## src/rtl/isp_pass_sequencer.sv

```systemverilog
// isp_pass_sequencer: frame-level controller for the ISP stage pipeline.
// Runs one pass (SINGLE, GAMMA_ONLY) or a statistics pass, a white-balance
// gain calculation and an apply pass (AWB, FULL). Gains come from a
// restoring divider that produces one quotient bit per cycle.
// Latency: start at edge t gives frame_req in cycle t+1. In AWB/FULL the
// second frame_req comes 2*GAIN_W+1 cycles after the last statistics beat.
// Backpressure: none. Samples are consumed on every s_valid beat.
//
// Ports:
//   clk, rst            clock and synchronous active-high reset
//   start, mode_in      begin request (accepted only in IDLE) and pass mode
//   s_valid/s_pixel/s_color/s_last_pic
//                       post-denoise sample stream
//   frame_req           one-cycle replay request to upstream
//   pass_stats          high during the statistics pass
//   wb_en, gam_en       stage enables for the current pass
//   gain_r/g/b          white-balance gains (unsigned, FRAC fractional bits)
//   gain_valid          gains are final for this operation
//   busy                high outside IDLE
//   finish_operation    one-cycle completion pulse
//   err                 sticky flag: VOID sample seen inside a pass
module isp_pass_sequencer #(
    parameter int COLOR_DEPTH = 8,
    parameter int SUM_W       = 32,
    parameter int GAIN_W      = 12,
    parameter int FRAC        = 8
) (
    input  logic                   clk,
    input  logic                   rst,
    input  logic                   start,
    input  logic [1:0]             mode_in,
    input  logic                   s_valid,
    input  logic [COLOR_DEPTH-1:0] s_pixel,
    input  logic [1:0]             s_color,
    input  logic                   s_last_pic,
    output logic                   frame_req,
    output logic                   pass_stats,
    output logic                   wb_en,
    output logic                   gam_en,
    output logic [GAIN_W-1:0]      gain_r,
    output logic [GAIN_W-1:0]      gain_g,
    output logic [GAIN_W-1:0]      gain_b,
    output logic                   gain_valid,
    output logic                   busy,
    output logic                   finish_operation,
    output logic                   err
);

    localparam int NW = SUM_W + FRAC;
    localparam int CW = (GAIN_W > 1) ? $clog2(GAIN_W) : 1;
    localparam logic [GAIN_W-1:0] GAIN_ONE = GAIN_W'(1 << FRAC);
    localparam logic [GAIN_W-1:0] GAIN_MAX = '1;
    localparam logic [CW-1:0]     CNT_END  = CW'(GAIN_W - 1);

    localparam logic [1:0] COL_VOID  = 2'd0;
    localparam logic [1:0] COL_RED   = 2'd1;
    localparam logic [1:0] COL_GREEN = 2'd2;
    localparam logic [1:0] COL_BLUE  = 2'd3;

    typedef enum logic [3:0] {
        IDLE,
        LAUNCH1,
        PASS,
        STATS,
        DIV_R,
        DIV_B,
        LAUNCH2,
        APPLY,
        DONE
    } state_t;

    state_t state, state_nxt;

    logic [1:0]        mode;
    logic [SUM_W-1:0]  sum_r, sum_g, sum_b;
    logic [GAIN_W-1:0] gain_r_q, gain_b_q;
    logic              gain_valid_q;
    logic              err_q;

    // Divider working registers
    logic [CW-1:0]     cnt;
    logic [SUM_W-1:0]  rem;
    logic [GAIN_W-1:0] nlo;
    logic [GAIN_W-1:0] quo;
    logic              sat_q;

    logic last_beat;
    logic cnt_last;
    assign last_beat = s_valid & s_last_pic;
    assign cnt_last  = (cnt == CNT_END);

    // ------------------------------------------------------------------
    // Next-state logic
    // ------------------------------------------------------------------
    always_comb begin
        state_nxt = state;
        case (state)
            IDLE:    if (start) state_nxt = LAUNCH1;
            LAUNCH1: state_nxt = mode[1] ? STATS : PASS;
            PASS:    if (last_beat) state_nxt = DONE;
            STATS:   if (last_beat) state_nxt = DIV_R;
            DIV_R:   if (cnt_last) state_nxt = DIV_B;
            DIV_B:   if (cnt_last) state_nxt = LAUNCH2;
            LAUNCH2: state_nxt = APPLY;
            APPLY:   if (last_beat) state_nxt = DONE;
            DONE:    state_nxt = IDLE;
            default: state_nxt = IDLE;
        endcase
    end

    always_ff @(posedge clk) begin
        if (rst) begin
            state <= IDLE;
        end else begin
            state <= state_nxt;
        end
    end

    // ------------------------------------------------------------------
    // Restoring divider: floor((sum_g << FRAC) / sum_c), MSB first.
    // On the first cycle of a DIV state the working values are taken
    // straight from the sums, so the full GAIN_W cycles all yield a bit.
    // The initial partial remainder is the numerator shifted down by
    // GAIN_W; the remaining GAIN_W low bits are shifted in one per cycle.
    // ------------------------------------------------------------------
    logic [NW-1:0]     numer;
    logic [NW-1:0]     numer_hi;
    logic [SUM_W-1:0]  divisor;
    logic              first;
    logic [SUM_W-1:0]  cur_rem;
    logic [GAIN_W-1:0] cur_lo;
    logic [GAIN_W-1:0] cur_q;
    logic              cur_sat;
    logic [SUM_W:0]    trial;
    logic [SUM_W-1:0]  sub;
    logic              take;
    logic [SUM_W-1:0]  rem_nxt;
    logic [GAIN_W-1:0] q_nxt;
    logic [GAIN_W-1:0] lo_nxt;
    logic [GAIN_W-1:0] gain_res;

    always_comb begin
        numer    = NW'(sum_g) << FRAC;
        numer_hi = numer >> GAIN_W;
        divisor  = (state == DIV_B) ? sum_b : sum_r;
        first    = (cnt == '0);
        cur_rem  = first ? numer_hi[SUM_W-1:0] : rem;
        cur_lo   = first ? numer[GAIN_W-1:0]   : nlo;
        cur_q    = first ? '0                  : quo;
        // A quotient that would not fit in GAIN_W bits (or a zero divisor)
        // clamps to full scale; decided once, on the first divide cycle.
        cur_sat  = first ? ((divisor == '0) || (numer_hi >= NW'(divisor))) : sat_q;
        trial    = {cur_rem, cur_lo[GAIN_W-1]};
        take     = (trial >= {1'b0, divisor});
        // When take is set the true difference is below divisor, so the
        // low SUM_W bits of the subtraction are exact.
        sub      = trial[SUM_W-1:0] - divisor;
        rem_nxt  = take ? sub : trial[SUM_W-1:0];
        q_nxt    = {cur_q[GAIN_W-2:0], take};
        lo_nxt   = {cur_lo[GAIN_W-2:0], 1'b0};
        gain_res = cur_sat ? GAIN_MAX : q_nxt;
    end

    // ------------------------------------------------------------------
    // Datapath registers
    // ------------------------------------------------------------------
    always_ff @(posedge clk) begin
        if (rst) begin
            mode         <= '0;
            sum_r        <= '0;
            sum_g        <= '0;
            sum_b        <= '0;
            gain_r_q     <= GAIN_ONE;
            gain_b_q     <= GAIN_ONE;
            gain_valid_q <= 1'b0;
            err_q        <= 1'b0;
            cnt          <= '0;
            rem          <= '0;
            nlo          <= '0;
            quo          <= '0;
            sat_q        <= 1'b0;
        end else begin
            case (state)
                IDLE: begin
                    if (start) begin
                        mode         <= mode_in;
                        sum_r        <= '0;
                        sum_g        <= '0;
                        sum_b        <= '0;
                        gain_r_q     <= GAIN_ONE;
                        gain_b_q     <= GAIN_ONE;
                        gain_valid_q <= 1'b0;
                        err_q        <= 1'b0;
                        cnt          <= '0;
                    end
                end
                PASS, APPLY: begin
                    if (s_valid && (s_color == COL_VOID)) begin
                        err_q <= 1'b1;
                    end
                end
                STATS: begin
                    if (s_valid) begin
                        case (s_color)
                            COL_RED:   sum_r <= sum_r + SUM_W'(s_pixel);
                            COL_GREEN: sum_g <= sum_g + SUM_W'(s_pixel);
                            COL_BLUE:  sum_b <= sum_b + SUM_W'(s_pixel);
                            default:   err_q <= 1'b1;
                        endcase
                    end
                end
                DIV_R, DIV_B: begin
                    rem   <= rem_nxt;
                    nlo   <= lo_nxt;
                    quo   <= q_nxt;
                    sat_q <= cur_sat;
                    if (cnt_last) begin
                        cnt <= '0;
                        if (state == DIV_R) begin
                            gain_r_q <= gain_res;
                        end else begin
                            gain_b_q     <= gain_res;
                            // Visible from LAUNCH2 onward.
                            gain_valid_q <= 1'b1;
                        end
                    end else begin
                        cnt <= cnt + CW'(1);
                    end
                end
                default: begin
                end
            endcase
        end
    end

    // ------------------------------------------------------------------
    // Moore outputs
    // ------------------------------------------------------------------
    assign frame_req        = (state == LAUNCH1) || (state == LAUNCH2);
    assign pass_stats       = (state == STATS);
    assign wb_en            = (state == APPLY);
    assign gam_en           = ((state == PASS) && (mode == 2'd1)) ||
                              ((state == APPLY) && (mode == 2'd3));
    assign busy             = (state != IDLE);
    assign finish_operation = (state == DONE);
    assign gain_r           = gain_r_q;
    assign gain_g           = GAIN_ONE;
    assign gain_b           = gain_b_q;
    assign gain_valid       = gain_valid_q;
    assign err              = err_q;

endmodule

```

## config.mk

```make
export PLATFORM = sky130hd
export DESIGN_NAME = isp_pass_sequencer
export DESIGN_NICKNAME = d
export VERILOG_FILES = /design/src/rtl/isp_pass_sequencer.sv
export SDC_FILE = /design/constraint.sdc
export NUM_CORES = 1
export LEC_CHECK = 0
export ABC_AREA = 1
export CORE_ASPECT_RATIO = 1.4
export CORE_UTILIZATION = 40
export DETAILED_ROUTE_END_ITERATION = 8
export SETUP_SLACK_MARGIN = 0.02
export SYNTH_ARGS = -nofsm -noshare
export SYNTH_HDL_FRONTEND = slang
export SYNTH_SLANG_ARGS = --single-unit
export TNS_END_PERCENT = 30
```

## constraint.sdc

```tcl
create_clock -name clk -period 4.6 [get_ports clk]
set_input_delay 0.46 -clock clk [delete_from_list [all_inputs] [get_ports clk]]
set_output_delay 0.46 -clock clk [all_outputs]
set_load 0.05 [all_outputs]
```

==> results of run 1 <==
## sequential cells by signal, summed over array words and instances (netlist names), 11 cells and up
name / flops
rem: 32
gain_r: 12
sum_b: 32
gain_b: 12
sum_g: 32
sum_r: 32
quo: 11
## Yosys cell counts, types with 4 or more instances
library cell	n
sky130_fd_sc_hd__nand2_1	551
sky130_fd_sc_hd__a21oi_1	215
sky130_fd_sc_hd__inv_1	208
sky130_fd_sc_hd__nor2_1	182
sky130_fd_sc_hd__dfxtp_1	179
sky130_fd_sc_hd__nand3_1	123
sky130_fd_sc_hd__o21ai_0	123
sky130_fd_sc_hd__ha_1	84
sky130_fd_sc_hd__nor3_1	54
sky130_fd_sc_hd__clkbuf_1	42
sky130_fd_sc_hd__nand3b_1	33
sky130_fd_sc_hd__o21a_1	30
sky130_fd_sc_hd__nand4_1	26
sky130_fd_sc_hd__xnor2_1	16
sky130_fd_sc_hd__buf_4	14
sky130_fd_sc_hd__nor4_1	13
sky130_fd_sc_hd__buf_2	12
sky130_fd_sc_hd__xor2_1	11
sky130_fd_sc_hd__nor2_2	10
sky130_fd_sc_hd__nand2_2	8
sky130_fd_sc_hd__a211oi_1	6
sky130_fd_sc_hd__o211ai_1	6
sky130_fd_sc_hd__a21boi_0	5
sky130_fd_sc_hd__a31oi_1	5
sky130_fd_sc_hd__o21ai_1	5
sky130_fd_sc_hd__a21o_1	4
sky130_fd_sc_hd__fa_1	4
sky130_fd_sc_hd__nor3b_1	4
sky130_fd_sc_hd__or2_2	4
## cells by family (layout without fill, tap and decap cells)
family	after synthesis	in the layout	synth area share
AND/OR/NAND/NOR	1024	1024	0.346
buffers and inverters	283	322	0.0890
XOR/XNOR	27	27	0.0184
flip-flops	179	179	0.278
AO/OA/AOI/OAI	415	415	0.177
other	2	12	0.000584
adder cells (fa/ha/maj)	88	88	0.0879
multiplexers	3	3	0.00233
## power breakdown
part	internal, mW	leakage [nW]	switching [mW]
sequential	1.69	1.45	0.0983
combinational	1.21	4.87	2.83
clock	0.901	0.315	0.746
total	3.80	6.64	3.68
## worst max-delay path: stages (launching register included)
cell                       delay, ps
sky130_fd_sc_hd__dfxtp_1         400
sky130_fd_sc_hd__inv_1            70
sky130_fd_sc_hd__nor2_2          160
sky130_fd_sc_hd__nand2_2         100
sky130_fd_sc_hd__buf_12          190
sky130_fd_sc_hd__o21ai_0         550
sky130_fd_sc_hd__ha_1            330
sky130_fd_sc_hd__nand2_1         120
sky130_fd_sc_hd__nor2_1          150
sky130_fd_sc_hd__inv_1            80
sky130_fd_sc_hd__nor2_1          120
sky130_fd_sc_hd__inv_1            70
sky130_fd_sc_hd__nor4_1          400
sky130_fd_sc_hd__a211oi_4        130
sky130_fd_sc_hd__nand2_4         310
sky130_fd_sc_hd__nand2_2         230
sky130_fd_sc_hd__nand2_1         110
sky130_fd_sc_hd__nand2_1          50
sky130_fd_sc_hd__a21oi_1         120
## placed cells by master, fill, tap and decap left out, types with 4 or more instances in the layout
| cell type | Yosys | layout |
|---|---|---|
| sky130_fd_sc_hd__nor2_1 | 182 | 182 |
| sky130_fd_sc_hd__o21a_1 | 30 | 30 |
| sky130_fd_sc_hd__o21ai_1 | 5 | 5 |
| sky130_fd_sc_hd__ha_1 | 84 | 84 |
| sky130_fd_sc_hd__a21boi_0 | 5 | 5 |
| sky130_fd_sc_hd__o211ai_1 | 6 | 6 |
| sky130_fd_sc_hd__fa_1 | 4 | 4 |
| sky130_fd_sc_hd__nand3_1 | 123 | 123 |
| sky130_fd_sc_hd__nor4_1 | 13 | 13 |
| sky130_fd_sc_hd__nor3_1 | 54 | 54 |
| sky130_fd_sc_hd__dfxtp_1 | 179 | 179 |
| sky130_fd_sc_hd__a21oi_1 | 215 | 215 |
| sky130_fd_sc_hd__nand2_1 | 551 | 551 |
| sky130_fd_sc_hd__nor2_2 | 10 | 9 |
| sky130_fd_sc_hd__a31oi_1 | 5 | 5 |
| sky130_fd_sc_hd__nand2_2 | 8 | 8 |
| sky130_fd_sc_hd__inv_8 | 0 | 7 |
| sky130_fd_sc_hd__buf_4 | 14 | 28 |
| sky130_fd_sc_hd__nand3b_1 | 33 | 33 |
| sky130_fd_sc_hd__a211oi_1 | 6 | 6 |
| sky130_fd_sc_hd__o21ai_0 | 123 | 123 |
| sky130_fd_sc_hd__inv_1 | 208 | 208 |
| sky130_fd_sc_hd__xor2_1 | 11 | 11 |
| sky130_fd_sc_hd__or2_2 | 4 | 4 |
| sky130_fd_sc_hd__conb_1 | 2 | 12 |
| sky130_fd_sc_hd__clkdlybuf4s50_1 | 0 | 47 |
| sky130_fd_sc_hd__nor3b_1 | 4 | 4 |
| sky130_fd_sc_hd__clkbuf_16 | 0 | 17 |
| sky130_fd_sc_hd__a21o_1 | 4 | 4 |
| sky130_fd_sc_hd__xnor2_1 | 16 | 16 |
| sky130_fd_sc_hd__nand4_1 | 26 | 26 |
## layout make-up
type | instances | area [um^2] | area share
clock buffers | 18 | 439 | 0.0304
clock inverters | 14 | 203 | 0.0141
inverters | 213 | 800 | 0.0554
multi-input cells | 1569 | 8180 | 0.567
flip-flops and latches | 179 | 3580 | 0.248
well taps | 395 | 494 | 0.0343
repair buffers | 77 | 721 | 0.0500
## metrics by stage
stage	power (mW)	hold WS, ps
floorplan	4.68	437
global placement	5.83	448
detailed placement	5.83	455
CTS	7.49	466
global route	7.99	479
finish	7.48	465
## metal layers
layer,GRT usage,vias to the layer above,share of wire,wire length (um)
met3,0.0354,79,0.033,1360
met4,0.120,0,0.040,1630
met2,0.463,291,0.51,21000
li1,-,6759,-,-
met1,0.286,6185,0.42,17200
met5,0,-,0,0
## worst max path at each step
stage                      endpoint  cells past startpoint
6_report       rem[23]$_SDFFE_PP0P_                     18
5_1_grt        rem[22]$_SDFFE_PP0P_                     18
4_1_cts        rem[23]$_SDFFE_PP0P_                     18
3_5_place_dp   rem[25]$_SDFFE_PP0P_                     18
3_3_place_gp   rem[23]$_SDFFE_PP0P_                     18
2_1_floorplan   rem[2]$_SDFFE_PP0P_                     17
==> results.txt, run 1 <==
----------------------------------------------------
[Cells and area]
  Fin util ... 0.456
  Antenna diodes ... 0
  Final Non-Filler Cells ... 2,465
  Post-route cell area ... 14,400 um^2
  Fill cell count ... 3,296
  Net count reported at finish ... 2,162
  Share of layout cells above drive strength 1 ... 0.0488
  Layout overhead on the synthesized area ... 12.1%

[Clocking]
  Post-CTS Resized ... 0
  Largest buffer count on any clock path ... 2
  CTS buffer count ... 17
  H-tree levels ... 4
  Root buffer cell ... sky130_fd_sc_hd__clkbuf_16
  Post-CTS Setup Inserts ... 0
  Clock latency at the later pin of the worst-skew pair ... 470 ps
  Hold-fix buffer count after cts ... 0
  CTS tree ... yes
  Sinks on the clock net ... 179
  Clock-pin slew on the worst setup and hold paths ... 80 ps

[Synthesis]
  Most frequently used flop master after synthesis ... sky130_fd_sc_hd__dfxtp_1
  Yosys warning total ... 0
  Share of flip-flops with an asynchronous set or reset after synthesis ... 0
  EDFF count, synth ... 0
  Mean cell area of the mapped netlist ... 6.37 um^2
  Register bit count reported by yosys ... 179
  Top cells by area, synth ... sky130_fd_sc_hd__dfxtp_1 (28%), sky130_fd_sc_hd__nand2_1 (16%), sky130_fd_sc_hd__a21oi_1 (8.4%)
  Netlist area before placement ... 12,900 um^2
  Sequential share of the synthesized area ... 0.278
  Post-Syn Instances ... 2,021
  Cell type with the largest total area after synthesis ... sky130_fd_sc_hd__dfxtp_1
  Fraction of post-synthesis cell area in the top cell type by area ... 0.278
  Count of unique library cells instantiated by Yosys ... 54

[Floorplanning]
  Initial cell density of the core ... 0.407
  Horiz. Die Dim ... 154 um
  I/O pin count ... 61
  Area of the core ... 31,600 um^2
  Cell row count ... 77
  Overall die area ... 32,900 um^2
  Die height ... 214 um

[Hold path]
  Hold Path Cell Cnt ... 2
  Type of the most critical hold path ... register to register
  End point of the most critical hold path ... sat_q$_SDFFE_PP0P_
  Launch point of the worst hold path ... sat_q$_SDFFE_PP0P_

[Placement]
  Placed cell count ... 2,433
  Final HPWL DP ... 32,000 um
  Post-Place Setup Slack ... 808 ps
  Placed Instance Area ... 13,800 um^2
  Gp weighted congestion ... 0.981
  Count of buffers from port buffering ... 48

[Power]
  Leak pwr ... 6.64 nW
  Maximum vdd ir drop ... 376 uV
  Pwr Density ... 519 nW/um^2

[Timing]
  Setup repair after global routing missed its margin ... false
  Worst relative slew slack ... 0.255
  Post-Route Setup TNS ... 0 ps
  Final Setup Violations ... 0
  Final Slew Violations ... 0
  Fraction of the cycle the final worst path needs ... 0.823
  Post-Route Skew ... 14.0 ps
  Final min period ... 3780 ps
  Maximum frequency from static timing analysis ... 264 MHz
  Total count of hold-check failures in the final report ... 0
  Tightest Pin Transition ... 1120 ps
  Setup slack of the critical path after layout ... 815 ps

[Detailed routing]
  Remaining design rule violation count ... 0
  Via count ... 13,314
  Final routed wire length divided by cell count ... 16.7 um
  Number of DRC markers in iteration 0 ... 765
  Final WL ... 41,200 um
  First drt pass iteration count ... 5
  Count of nets left with antenna violations after detail routing ... 0
  Via density per instance ... 5.40

[Worst setup path]
  Maximum fanout along the worst path ... 62
  Worst setup path startpoint ... state[2]$_SDFFE_PP0P_
  Worst setup SP type ... register
  Startpoint of the lowest-slack register-to-register path ... state[2]$_SDFFE_PP0P_
  Number of cells on the worst reg-to-reg path ... 18
  Data required, critical path ... 4990 ps
  Worst EP arrival ... 4170 ps
  Reg2reg setup slack ... 820 ps
  Worst Setup End Kind ... register
  Reg2reg end ... rem[23]$_SDFFE_PP0P_
  Critical setup path kind ... register to register

[Run]
  Max-cap violations ... 0

[Global route]
  Total routing usage reported by global routing ... 0.253
  Maximum number of pins on one net before global-route repair ... 97
  Wire length of the first global-routing pass ... 65,800 um
  Vias in the first global route ... 12,815
  Aggregate global routing overflow ... 0
  Number of antenna violations at the first check in global routing ... 0

[Status]
  Status ... completed

----------------------------------------------------
(Power assumes the default switching activity.)
==> run 2, diff against run 1 <==
Clock period 4.6 ns to 3.9 ns, I/O delays scaled along.
==> results.txt, run 2 (synthesis gave the netlist of run 1 again) <==
----------------------------------------------------
[Status]
  Status ... completed

[Clocking]
  CTS buffer count ... 17 (unchanged)
  Clock latency at the later pin of the worst-skew pair ... 460 ps (about the same)
  Root buffer cell ... sky130_fd_sc_hd__clkbuf_16
  Largest buffer count on any clock path ... 2 (unchanged)
  Sinks on the clock net ... 179 (unchanged)
  CTS tree ... yes
  Post-CTS Resized ... 1 (+1)
  Hold-fix buffer count after cts ... 0 (unchanged)
  Clock-pin slew on the worst setup and hold paths ... 70 ps (about the same)
  Post-CTS Setup Inserts ... 0 (unchanged)
  H-tree levels ... 4 (unchanged)

[Detailed routing]
  Final routed wire length divided by cell count ... 16.9 um (+1.2%)
  Final WL ... 42,000 um (+1.8%)
  Via density per instance ... 5.44 (+0.80%)
  Remaining design rule violation count ... 0 (unchanged)
  Number of DRC markers in iteration 0 ... 815 (+6.5%)
  First drt pass iteration count ... 6 (+1)
  Count of nets left with antenna violations after detail routing ... 0 (unchanged)
  Via count ... 13,502 (+1.4%)

[Hold path]
  Hold Path Cell Cnt ... 2 (unchanged)
  Launch point of the worst hold path ... rst
  Type of the most critical hold path ... input pin to register
  End point of the most critical hold path ... err$_SDFFE_PP0P_

[Timing]
  Final Slew Violations ... 0 (unchanged)
  Tightest Pin Transition ... 700 ps (-417 ps)
  Final Setup Violations ... 0 (unchanged)
  Worst relative slew slack ... 0.528 (+0.273)
  Post-Route Setup TNS ... 0 ps (unchanged)
  Total count of hold-check failures in the final report ... 0 (unchanged)
  Maximum frequency from static timing analysis ... 271 MHz (+2.7%)
  Post-Route Skew ... 13.1 ps (-0.867 ps)
  Fraction of the cycle the final worst path needs ... 0.945 (+0.122)
  Setup repair after global routing missed its margin ... true
  Final min period ... 3690 ps (-98.8 ps)

[Worst setup path]
  Critical setup path kind ... register to register
  Worst setup SP type ... register
  Worst EP arrival ... 3990 ps (-180 ps)
  Data required, critical path ... 4210 ps (-780 ps)
  Reg2reg setup slack ... 210 ps (-600 ps)
  Maximum fanout along the worst path ... 32 (-48%)
  Startpoint of the lowest-slack register-to-register path ... cnt[0]$_SDFFE_PP0P_
  Number of cells on the worst reg-to-reg path ... 16 (-2)
  Reg2reg end ... rem[9]$_SDFFE_PP0P_
  Worst Setup End Kind ... register

[Placement]
  Gp weighted congestion ... 1.02 (+3.8%)
  Count of buffers from port buffering ... 48 (unchanged)
  Final HPWL DP ... 33,000 um (+3.2%)

[Floorplanning]
  Area of the core ... 31,600 um^2 (unchanged)
  Cell row count ... 77 (unchanged)
  Horiz. Die Dim ... 154 um (unchanged)
  Initial cell density of the core ... 0.407 (unchanged)
  Die height ... 214 um (unchanged)
  I/O pin count ... 61 (unchanged)
  Overall die area ... 32,900 um^2 (unchanged)

[Power]
  Pwr Density ... 606 nW/um^2 (+17%)
  Power Total ... 8.79 mW (+17%)
  Leak pwr ... 6.69 nW (+0.87%)
  Maximum vdd ir drop ... 303 uV (-19%)

[Cells and area]
  Antenna diodes ... 0 (unchanged)
  Most frequent standard cell in the layout excluding fill and tap cells ... sky130_fd_sc_hd__nand2_1
  Highest-count cells in the layout ignoring fill and taps ... sky130_fd_sc_hd__nand2_1 (551), sky130_fd_sc_hd__a21oi_1 (215), sky130_fd_sc_hd__inv_1 (208)
  Fin util ... 0.459 (+0.00285)
  Layout overhead on the synthesized area ... 12.8%
  Net count reported at finish ... 2,177 (+0.69%)
  Share of layout cells above drive strength 1 ... 0.0566 (+0.00780)

[Run]
  Max-cap violations ... 0 (unchanged)

[Global route]
  Vias in the first global route ... 13,141 (+2.5%)
  Maximum number of pins on one net before global-route repair ... 63 (-35%)
  Aggregate global routing overflow ... 0 (unchanged)
  Wire length of the first global-routing pass ... 67,400 um (+2.3%)
  Total routing usage reported by global routing ... 0.258 (+0.00449)
  Number of antenna violations at the first check in global routing ... 0 (unchanged)

----------------------------------------------------
==> run 2: cell count changes in the layout (fill, tap and decap cells not counted), sizes merged <==
cell | before | now
bufinv | 3 | 1
inv | 221 | 219
buf | 30 | 45
clkinv | 2 | 6
==> run 2: report_power, final <==
part	switching (mW)	internal (mW)	leakage (nW)
Combinational	3.37	1.51	4.96
Clock	0.872	0.929	0.291
Sequential	0.112	1.99	1.45
==> run 2: worst max path at each step <==
stage,start,to,slack [ps],depth (start not counted)
floorplan,cnt[0]$_SDFFE_PP0P_,rem[2]$_SDFFE_PP0P_,720,17
global placement,cnt[0]$_SDFFE_PP0P_,rem[25]$_SDFFE_PP0P_,60,16
detailed placement,cnt[0]$_SDFFE_PP0P_,rem[26]$_SDFFE_PP0P_,-7,16
CTS,state[0]$_SDFFE_PP0P_,rem[5]$_SDFFE_PP0P_,110,15
global route,state[2]$_SDFFE_PP0P_,rem[29]$_SDFFE_PP0P_,0.7,17
finish,cnt[0]$_SDFFE_PP0P_,rem[9]$_SDFFE_PP0P_,210,16
==> run 2: worst max-delay path, cell delays in order (launching register included) <==
cell and delay [ps]:
sky130_fd_sc_hd__dfxtp_1 360, sky130_fd_sc_hd__inv_1 90, sky130_fd_sc_hd__ha_1 230, sky130_fd_sc_hd__nand2_4 270, sky130_fd_sc_hd__buf_4 210, sky130_fd_sc_hd__o21ai_0 180
sky130_fd_sc_hd__ha_1 450, sky130_fd_sc_hd__nand2_1 160, sky130_fd_sc_hd__nor2_1 360, sky130_fd_sc_hd__nand4_1 240, sky130_fd_sc_hd__nor4_2 270, sky130_fd_sc_hd__a211oi_4 130
sky130_fd_sc_hd__nand2_4 110, sky130_fd_sc_hd__buf_12 190, sky130_fd_sc_hd__nand2_1 90, sky130_fd_sc_hd__nand3_1 70, sky130_fd_sc_hd__a21oi_1 70
==> run 2: routing by layer <==
metal	track usage	vias to the layer above	share of wire
met2	0.469	300	0.51
met3	0.0287	87	0.032
li1	-	6801	-
met5	0	-	0
met4	0.112	0	0.039
met1	0.302	6314	0.42
==> run 2: stage by stage <==
stage	hold slack [ps]	instance area, um^2	setup slack [ps]	instances
3_5_place_dp	449	13900	-7.29	2448
4_1_cts	381	14500	115	2480
2_1_floorplan	437	12900	725	2031
3_3_place_gp	449	13900	57.7	2448
5_1_grt	413	14500	0.722	2480
6_report	396	14500	214	2480
==> run 2: layout make-up <==
type / count / area, um^2
Fill cell: 3359 / 17100
Multi-Input combinational cell: 1569 / 8210
Sequential cell: 179 / 3580
Timing Repair Buffer: 92 / 833
Inverter: 213 / 800
Tap cell: 395 / 494
Clock buffer: 18 / 439
Clock inverter: 14 / 158
==> run 3, diff against run 2 <==
Settings changed: ABC_AREA 1 to unset.
==> results.txt, run 3 <==
----------------------------------------------------
[Power]
  Internal power ... 3.62 mW (-18%)
  Clk network pwr share ... 0.300 (+0.095)
  Share of total power in sequential cells ... 0.349 (+0.109)
  Power Total ... 5.87 mW (-33%)
  Leak pwr ... 6.11 nW (-8.7%)
  Pwr Density ... 399 nW/um^2 (-34%)
  Combinational share of power ... 0.351 (-0.204)
  Maximum vdd ir drop ... 315 uV (+4.0%)
  Fraction of power spent switching nets ... 0.383 (-0.112)
  Net load switching power ... 2.25 mW (-48%)

[Floorplanning]
  Initial cell density of the core ... 0.407 (-0.000671)
  Cell row count ... 73 (-5.2%)
  Area of the core ... 28,400 um^2 (-10%)
  I/O pin count ... 61 (unchanged)
  Horiz. Die Dim ... 146 um (-5.2%)
  Die height ... 203 um (-5.2%)
  Overall die area ... 29,600 um^2 (-10%)

[Global route]
  Aggregate global routing overflow ... 0 (unchanged)
  Number of antenna violations at the first check in global routing ... 0 (unchanged)
  Total routing usage reported by global routing ... 0.241 (-0.0171)
  Wire length of the first global-routing pass ... 56,000 um (-17%)
  Vias in the first global route ... 10,617 (-19%)
  Maximum number of pins on one net before global-route repair ... 65 (+3.2%)

[Worst setup path]
  Critical setup path kind ... register to register
  Worst setup SP type ... register
  Worst EP arrival ... 4110 ps (+120 ps)
  Data required, critical path ... 4200 ps (about the same)
  Worst Setup End Kind ... register
  Maximum fanout along the worst path ... 8 (-75%)

[Clocking]
  Hold-fix buffer count after cts ... 0 (unchanged)
  Root buffer cell ... sky130_fd_sc_hd__clkbuf_16
  Clock-pin slew on the worst setup and hold paths ... 70 ps (about the same)
  Largest buffer count on any clock path ... 2 (unchanged)
  CTS buffer count ... 17 (unchanged)
  CTS tree ... yes
  H-tree levels ... 4 (unchanged)
  Sinks on the clock net ... 179 (unchanged)
  Clock latency at the later pin of the worst-skew pair ... 460 ps (about the same)

[Cells and area]
  Final Non-Filler Cells ... 1,991 (-20%)
  Layout overhead on the synthesized area ... 27.3%
  Antenna diodes ... 0 (unchanged)
  Most frequent standard cell in the layout excluding fill and tap cells ... sky130_fd_sc_hd__nor2_1
  Fin util ... 0.518 (+0.0582)
  Net count reported at finish ... 1,708 (-22%)
  Highest-count cells in the layout ignoring fill and taps ... sky130_fd_sc_hd__nor2_1 (180), sky130_fd_sc_hd__dfxtp_1 (176), sky130_fd_sc_hd__nand2_1 (169)
  Share of layout cells above drive strength 1 ... 0.177 (+0.120)

[Synthesis]
  Count of unique library cells instantiated by Yosys ... 70 (+30%)
  Post-synth top cells ... sky130_fd_sc_hd__nor2_1 (180), sky130_fd_sc_hd__dfxtp_1 (179), sky130_fd_sc_hd__nand2_1 (171)
  Cell type with the largest total area after synthesis ... sky130_fd_sc_hd__dfxtp_1
  Post-Syn Instances ... 1,443 (-29%)
  Top cells by area, synth ... sky130_fd_sc_hd__dfxtp_1 (31%), sky130_fd_sc_hd__ha_1 (9.1%), sky130_fd_sc_hd__nor2_1 (5.8%)
  Yosys warning total ... 0 (unchanged)
  Share of flip-flops with an asynchronous set or reset after synthesis ... 0 (unchanged)
  EDFF count, synth ... 0 (unchanged)
  Sequential share of the synthesized area ... 0.310 (+0.0318)
  Mean cell area of the mapped netlist ... 8.00 um^2 (+26%)
  Most common cell in the netlist ... sky130_fd_sc_hd__nor2_1
  Most frequently used flop master after synthesis ... sky130_fd_sc_hd__dfxtp_1
  Netlist area before placement ... 11,500 um^2 (-10%)
  Fraction of post-synthesis cell area in the top cell type by area ... 0.310 (+0.0318)
  Register bit count reported by yosys ... 179 (unchanged)

[Placement]
  Count of buffers from port buffering ... 48 (unchanged)
  Gp weighted congestion ... 0.931 (-8.6%)
  Placed cell count ... 1,931 (-21%)
  Final HPWL DP ... 26,400 um (-20%)

[Timing]
  Final Setup Violations ... 0 (unchanged)
  Fraction of the cycle the final worst path needs ... 0.979 (+0.0334)
  Setup repair after global routing missed its margin ... true
  Tightest Pin Transition ... 1040 ps (+336 ps)
  Post-Route Setup TNS ... 0 ps (unchanged)
  Final min period ... 3820 ps (+130 ps)
  Total count of hold-check failures in the final report ... 0 (unchanged)
  Post-Route Skew ... 13.7 ps (+0.532 ps)
  Maximum frequency from static timing analysis ... 262 MHz (-3.4%)
  Worst relative slew slack ... 0.309 (-0.219)
  Hold slack ... 460 ps (+64.1 ps)
  Final Slew Violations ... 0 (unchanged)

[Detailed routing]
  Via count ... 10,932 (-19%)
  Final routed wire length divided by cell count ... 17.9 um (+5.7%)
  Via density per instance ... 5.49 (+0.85%)
  Number of DRC markers in iteration 0 ... 512 (-37%)
  Final WL ... 35,600 um (-15%)
  Remaining design rule violation count ... 0 (unchanged)
  First drt pass iteration count ... 5 (-1)
  Count of nets left with antenna violations after detail routing ... 0 (unchanged)

[Status]
  Status ... completed

[Run]
  Max-cap violations ... 0 (unchanged)

[Hold path]
  Type of the most critical hold path ... register to register

----------------------------------------------------
## run 3: cell types whose count changed after synthesis, moves of 37 or more
cell / change
sky130_fd_sc_hd__nand2_1: -380
sky130_fd_sc_hd__inv_1: -173
sky130_fd_sc_hd__a21oi_1: -100
sky130_fd_sc_hd__nand3_1: -81
sky130_fd_sc_hd__o21ai_0: -60
sky130_fd_sc_hd__mux2i_1: +53
sky130_fd_sc_hd__a21o_1: +37
## run 3: cell families after synthesis
logic type,count (synthesis),synth area share
flip-flops,179,0.310
adder cells (fa/ha/maj),90,0.100
multiplexers,61,0.0544
AO/OA/AOI/OAI,355,0.200
buffers and inverters,116,0.0441
other,2,0.000650
XOR/XNOR,95,0.0720
AND/OR/NAND/NOR,545,0.219
## run 3: what timing repair did
item                                   in CTS  in global routing
buffers inserted                            5                 20
endpoints found under the hold margin       0                  0
pin swaps                                   5                 45
setup endpoints to repair                  22                 54
cloned                                      0                  3
gates resized for setup                    21                 86
## run 3: power groups by stage
stage | combinational (mW) | sequential, mW | clock, mW
2_1_floorplan | 1.06 | 2.35 | 0
6_report | 2.06 | 2.05 | 1.76
5_1_grt | 2.22 | 2.07 | 1.87
3_3_place_gp | 1.92 | 2.08 | 0
4_1_cts | 1.95 | 2.05 | 1.81
3_5_place_dp | 1.93 | 2.09 | 0
## run 3: per-stage QoR
stage	area (um^2)	setup WS, ps
after global placement	13300	-152
after detailed placement	13300	-173
after floorplan	11600	27.9
after global routing	14700	-89.3
final	14700	83.8
after CTS	14000	13.2
## run 3: path summary, 6_finish.rpt
path | startpoint | end | slack, ps | cells past startpoint
setup / recovery | state[3]$_SDFFE_PP0P_ | gain_b[11]$_SDFFE_PP0P_ | 80 | 19
hold reg to reg | rem[2]$_SDFFE_PP0P_ | rem[2]$_SDFFE_PP0P_ | 460 | 2
setup reg to reg | state[3]$_SDFFE_PP0P_ | gain_b[11]$_SDFFE_PP0P_ | 80 | 19
hold / removal | rem[2]$_SDFFE_PP0P_ | rem[2]$_SDFFE_PP0P_ | 460 | 2
## run 3: final cells by class
type	instances	area [um^2]
sequential	179	3590
fill	2717	13700
timing repair buffer	212	1900
inverter	35	131
multi-input combinational	1158	8020
tap	375	469
clock inverter	15	169
clock buffer	17	425
## run 3: metal layers
metal | share of wire | vias to the layer above | global-route usage
met5 | 0 | - | 0
met4 | 0.054 | 0 | 0.138
met3 | 0.026 | 91 | 0.0308
met2 | 0.51 | 233 | 0.442
met1 | 0.41 | 5154 | 0.266
li1 | - | 5454 | -
## run 3: worst max-delay path, stage by stage, from the launching register on
cell                        delay [ps]
sky130_fd_sc_hd__dfxtp_2           340
sky130_fd_sc_hd__nor4bb_4          290
sky130_fd_sc_hd__buf_4             190
sky130_fd_sc_hd__buf_12            120
sky130_fd_sc_hd__buf_16            150
sky130_fd_sc_hd__mux2i_1           220
sky130_fd_sc_hd__buf_4             180
sky130_fd_sc_hd__ha_4              210
sky130_fd_sc_hd__a21o_1            170
sky130_fd_sc_hd__a21o_1            150
sky130_fd_sc_hd__a21o_1            150
sky130_fd_sc_hd__a21o_1            140
sky130_fd_sc_hd__a221o_1           370
sky130_fd_sc_hd__a21oi_2           150
sky130_fd_sc_hd__buf_4             150
sky130_fd_sc_hd__a21o_1            140
sky130_fd_sc_hd__nand2_2           100
sky130_fd_sc_hd__clkbuf_16         180
sky130_fd_sc_hd__a21oi_4           130
sky130_fd_sc_hd__a211oi_1           90
